===== config.mk =====
export PLATFORM = sky130hd
export DESIGN_NAME = seven_seg_scan_mux
export DESIGN_NICKNAME = d
export VERILOG_FILES = /design/src/rtl/seg_pkg.sv /design/src/rtl/seg_refresh_tick.sv /design/src/rtl/seven_seg_scan_mux.sv
export SDC_FILE = /design/constraint.sdc
export NUM_CORES = 1
export LEC_CHECK = 0
export CELL_PAD_IN_SITES_DETAIL_PLACEMENT = 0
export CELL_PAD_IN_SITES_GLOBAL_PLACEMENT = 1
export CORE_ASPECT_RATIO = 1.4
export CORE_UTILIZATION = 49
export CTS_CLUSTER_DIAMETER = 30
export DETAILED_ROUTE_END_ITERATION = 10
export PLACE_DENSITY = 0.85
export SLEW_MARGIN = 15
export SYNTH_ARGS = -nofsm -noshare
export SYNTH_HDL_FRONTEND = slang
export SYNTH_SLANG_ARGS = --single-unit

===== constraint.sdc =====
create_clock -name clk -period 4.79 [get_ports clk]
set_input_delay 0.958 -clock clk [delete_from_list [all_inputs] [get_ports clk]]
set_output_delay 0.958 -clock clk [all_outputs]
set_load 0.01 [all_outputs]

===== src/rtl/seg_pkg.sv =====
// Shared types and helpers for refresh-scanned
// seven-segment display drivers.
package seg_pkg;

  localparam int NUM_DIGITS = 4;
  localparam int PRESCALE_W = 20;
  localparam logic [3:0] ANODE_OFF = 4'b1111;

  typedef logic [1:0] idx_t;

  typedef struct packed {
    logic [15:0] val;
    logic [3:0]  dp;
    logic [3:0]  blank;
    logic        lz;
  } disp_t;

  // Digit is dark when forced blank, or when it is
  // a leading zero (digit 0 always stays lit).
  function automatic logic digit_blank(
    input logic [15:0] nib,
    input idx_t        idx,
    input logic        lz,
    input logic [3:0]  blank
  );
    logic nz;
    nz = 1'b0;
    for (int i = 0; i < NUM_DIGITS; i++) begin
      if (i >= int'(idx) && nib[i*4 +: 4] != 4'd0)
        nz = 1'b1;
    end
    return blank[idx] | (lz & (idx != 2'd0) & ~nz);
  endfunction

endpackage


===== src/rtl/seg_refresh_tick.sv =====
// Free-running prescaler producing a one-cycle
// tick every PRESCALE clocks.
import seg_pkg::*;

module seg_refresh_tick #(
  parameter int PRESCALE = 50000
) (
  input  logic clk,
  input  logic rst,
  output logic tick
);

  localparam logic [PRESCALE_W-1:0] LAST =
    PRESCALE_W'(PRESCALE - 1);

  logic [PRESCALE_W-1:0] cnt;

  assign tick = (cnt == LAST);

  // Count 0..PRESCALE-1 and wrap on the tick.
  always_ff @(posedge clk or posedge rst) begin
    if (rst)
      cnt <= '0;
    else if (tick)
      cnt <= '0;
    else
      cnt <= cnt + PRESCALE_W'(1);
  end

endmodule


===== src/rtl/seven_seg_scan_mux.sv =====
// Four-digit common-anode scan multiplexer with
// frame-synchronous double-buffered updates.
import seg_pkg::*;

module seven_seg_scan_mux #(
  parameter int PRESCALE = 50000
) (
  input  logic        clk,
  input  logic        rst,
  input  logic        load,
  input  logic [15:0] value,
  input  logic [3:0]  dp_in,
  input  logic [3:0]  blank_in,
  input  logic        lz_en,
  output logic [3:0]  digit,
  output logic [3:0]  an,
  output logic        dp,
  output logic        frame_done
);

  logic  tick;
  logic  wrap;
  logic  pv;
  logic  blk;
  idx_t  idx;
  idx_t  idx_nxt;
  disp_t disp;
  disp_t disp_nxt;
  disp_t pend;
  disp_t ld;
  logic [3:0] an_nxt;
  logic [3:0] digit_nxt;
  logic       dp_nxt;

  seg_refresh_tick #(
    .PRESCALE(PRESCALE)
  ) u_tick (
    .clk (clk),
    .rst (rst),
    .tick(tick)
  );

  assign ld.val   = value;
  assign ld.dp    = dp_in;
  assign ld.blank = blank_in;
  assign ld.lz    = lz_en;

  assign wrap = tick & (idx == 2'd3);

  // Next slot and its outputs; a load on the wrap
  // edge bypasses the pending buffer.
  always_comb begin
    idx_nxt  = idx + 2'd1;
    disp_nxt = disp;
    if (wrap) begin
      if (load)
        disp_nxt = ld;
      else if (pv)
        disp_nxt = pend;
    end
    blk = digit_blank(disp_nxt.val, idx_nxt,
                      disp_nxt.lz, disp_nxt.blank);
    digit_nxt = disp_nxt.val[{idx_nxt, 2'b00} +: 4];
    an_nxt    = ~(4'b0001 << idx_nxt);
    dp_nxt    = ~disp_nxt.dp[idx_nxt];
    if (blk) begin
      an_nxt = ANODE_OFF;
      dp_nxt = 1'b1;
    end
  end

  // Pending buffer: last load wins until the wrap.
  always_ff @(posedge clk or posedge rst) begin
    if (rst) begin
      pend <= '0;
      pv   <= 1'b0;
    end else if (load && !wrap) begin
      pend <= ld;
      pv   <= 1'b1;
    end else if (wrap) begin
      pv   <= 1'b0;
    end
  end

  // Slot index, live display data and outputs.
  always_ff @(posedge clk or posedge rst) begin
    if (rst) begin
      idx        <= '0;
      disp       <= '0;
      an         <= 4'b1110;
      digit      <= 4'd0;
      dp         <= 1'b1;
      frame_done <= 1'b0;
    end else begin
      frame_done <= wrap;
      if (tick) begin
        idx   <= idx_nxt;
        disp  <= disp_nxt;
        an    <= an_nxt;
        digit <= digit_nxt;
        dp    <= dp_nxt;
      end
    end
  end

endmodule


==> summary.txt <==
Drt
  – Met1 Wirelength: approximately 4300 µm
  – Met2 wire length: between 5000 and 6000 µm
  – Top sig layer: met4
  – Wirelength per Cell: between 15 and 20 µm
  – Vias: 3272
  – WL met3: 353 µm
  – Initial detailed-routing violation count: 193
  – Total wire length: between 10000 and 15000 µm
  – Drt drc: 0
  – Vias per Instance: 6.12
  – DRT Pass-1 Iters: 4
  – Antenna Nets Post-Route: 0

Timing
  – Final worst path period share: 67.2%
  – Crit path time final: 3.22 ns
  – RSZ-0062 raised after global routing: no
  – Max Freq: 311 MHz
  – Final TNS setup: 0 ns
  – Layout Skew: 0.00662 ns
  – Worst relative slew slack: 27.5%
  – WHS: 0.466 ns
  – Slew Limit Fails: 0
  – Final setup violation count: 0
  – Hold Fails Final Rpt: 0
  – Worst-Margin Slew: ~1.1 ns
  – Worst Slack Setup Final: 1.57 ns

Critical path
  – Setup crit end kind: flip-flop
  – Crit-path max FO: 12
  – Worst setup path category: flip-flop to flip-flop
  – Arr. time, crit path: 3.47 ns
  – Slowest stage delay, CP: 0.88 ns
  – Crit path required time: 5.05 ns
  – Worst path slowest cell: nor4b_4
  – Crit-path cells: nor4b_4 -> and2_1 -> and3_4 -> nand2b_2 -> a2111oi_4 -> nand3_1 -> a31oi_1
  – Type of origin of the critical path: flip-flop

Logic synthesis
  – Count of flip-flops with a built-in enable after synthesis: 0
  – Synth Register Bits: between 80 and 90
  – Synth warn: 0
  – Ranking of synthesized cells by area: dfrtp_1 (46%), mux2_2 (6.6%), nor2_1 (3.7%)
  – Synthesized net count: 432
  – Main synth FF type: dfrtp_1
  – FFs w/ async S/R, synth: 100%
  – Netlist cell types: 65
  – Top cell type by total area after synthesis: dfrtp_1
  – Post-synth top area share: between 40% and 50%
  – Mean Syn Cell Area: 10.7 µm²
  – Cell Area, Synth: 4270 µm²
  – Synth Instances: 398
  – Seq/Total Area, Yosys: 48.8%

Placed design
  – Setup WS pre-CTS: between 1 and 1.5 ns
  – Detail Placement HPWL: 7450 µm
  – PortBufs: 37
  – GP Congestion: 0.905

GRT
  – All-Layer GR Usage: 25.8%
  – Pin count of the biggest net entering global routing: 57
  – Grt total ovfl: 0
  – Global-route wire length before repair: 17400 µm
  – Antenna violations before repair: 0
  – Vias in the first global route: 3420

Floorplan
  – Die Area: 9090 µm²
  – Initial Util: 51.5%
  – IO Pins: 38
  – Cell row count: 39
  – Die Span Y: 112 µm
  – Die Wd: 80.9 µm
  – Core area: between 8000 and 9000 µm²

Power and ir drop
  – Pleak: between 2 and 2.5 nW
  – Worst VDD drop: 0.191 mV
  – Total power: 1.48 mW
  – Pwr dens: around 300 nW/µm²

Finish
  – Most common cell after layout, fill and taps aside: dfrtp_1
  – Multi-input logic area: ~2000 µm²
  – Register area: around 2100 µm²
  – Antenna cells: 0
  – Most frequent cells in the layout: dfrtp_1 (79), nor2_1 (42), clkdlybuf4s50_1 (37)
  – Fill cells: 722
  – Fin util: 59.6%
  – Share of layout cells above drive strength 1: 15.2%
  – # nets final: between 400 and 500
  – P&R area growth vs syn: 15.9%

Outcome
  – Status: finished clean

CTS
  – # hold bufs at CTS: 0
  – Clk root buf: clkbuf_16
  – Sink Count: 83
  – Setup Fix Bufs, Post-CTS: 0
  – Skew-Pair Late Insertion Delay: 0.34 ns
  – Reg clk slew, reported paths: 0.06 ns
  – CTS buffer count: 9
  – Deepest clock path buffer count: 2
  – H-tree levels: 3
  – CTS tree: built
  – Post-CTS Resized: 0

Flow run
  – Max Cap Viol: 0

Min path
  – Worst hold path class: flip-flop to flip-flop
-- path summary, 6_finish.rpt --
kind	start	to	slack (ns)	depth (start not counted)
worst min register to register	u_tick.cnt[19]$_DFF_PP0_	u_tick.cnt[19]$_DFF_PP0_	0.47	1
max in group asynchronous	rst	dp$_DFFE_PP1N_	2.71	3
worst max register to register	u_tick.cnt[7]$_DFF_PP0_	an[1]$_DFFE_PP1N_	1.57	7
min in group asynchronous	rst	pend[8]$_DFFE_PP0P_	1.14	2
worst max-delay path	u_tick.cnt[7]$_DFF_PP0_	an[1]$_DFFE_PP1N_	1.57	7
worst min-delay path	u_tick.cnt[19]$_DFF_PP0_	u_tick.cnt[19]$_DFF_PP0_	0.47	1
-- critical path, delay by kind of cell (launching register included) --
family	cells	cell delay, ns
and+or+nand+nor	5	2.00
AOI/OAI and AO/OA	2	0.65
DFF	1	0.47
-- metal layers --
| layer | global-route usage, % | vias up |
|---|---|---|
| met5 | 0 | - |
| met4 | 14.8 | 0 |
| met3 | 3.98 | 26 |
| met2 | 43.1 | 79 |
| met1 | 31.0 | 1644 |
| li1 | - | 1523 |
-- cell families (layout without fill, tap and decap cells) --
kind of cell | count (synthesis) | count (layout) | synth area share (%)
DFF | 83 | 83 | 48.8
buffers and inverters | 39 | 74 | 4.54
muxes | 26 | 26 | 7.12
and+or+nand+nor | 129 | 129 | 17.1
adders and majority gates | 6 | 6 | 1.76
AOI/OAI and AO/OA | 96 | 96 | 16.8
xor gates and xnor gates | 19 | 19 | 3.90
-- sequential cells by signal, summed over array words and instances, names as in the netlist --
signal and cells:
disp 25, pend 25, u_tick.cnt 20, an 4, digit 4, idx 2
dp 1, frame_done 1, pv 1
-- report_power, final --
group          leakage (nW)  internal, mW  switching [mW]
Sequential             1.03         0.725          0.0151
Clock                 0.135         0.378           0.273
Combinational         0.956        0.0484          0.0444
Total                  2.12          1.15           0.332
-- cells in the mapped netlist (3+ instances only) --
cell type  count
dfrtp_1       79
nor2_1        42
mux2_2        25
nand2_1       25
inv_1         17
o22ai_1       16
nand3_1       15
xnor2_1       14
a31oi_1       12
a21oi_1       10
o21ai_0       10
o22a_1         8
buf_2          7
o221ai_1       7
clkbuf_1       6
ha_1           6
nor3_1         6
a21o_1         5
and3_1         5
nor4_1         5
xor2_1         5
a211oi_1       4
buf_6          4
dfstp_2        4
and2_1         3
nand2b_1       3
nand4_1        3
nor3b_1        3
o21a_1         3
o21ai_1        3
or4_1          3
-- per-stage QoR --
stage,cells,cell area (µm²)
final,535,4950
after global routing,535,4950
after CTS,535,4950
after detailed placement,519,4660
after global placement,519,4660
after floorplan,398,4270
-- area by class of cell --
class                      instances  share of cell area, %
sequential                        83                   42.1
tap                              102                   2.58
clock buffer                      12                   5.19
inverter                          18                   1.39
clock inverter                     4                  0.506
timing repair buffer              40                   7.94
multi-input combinational        276                   40.3
Power figures use the tool's default switching activity.
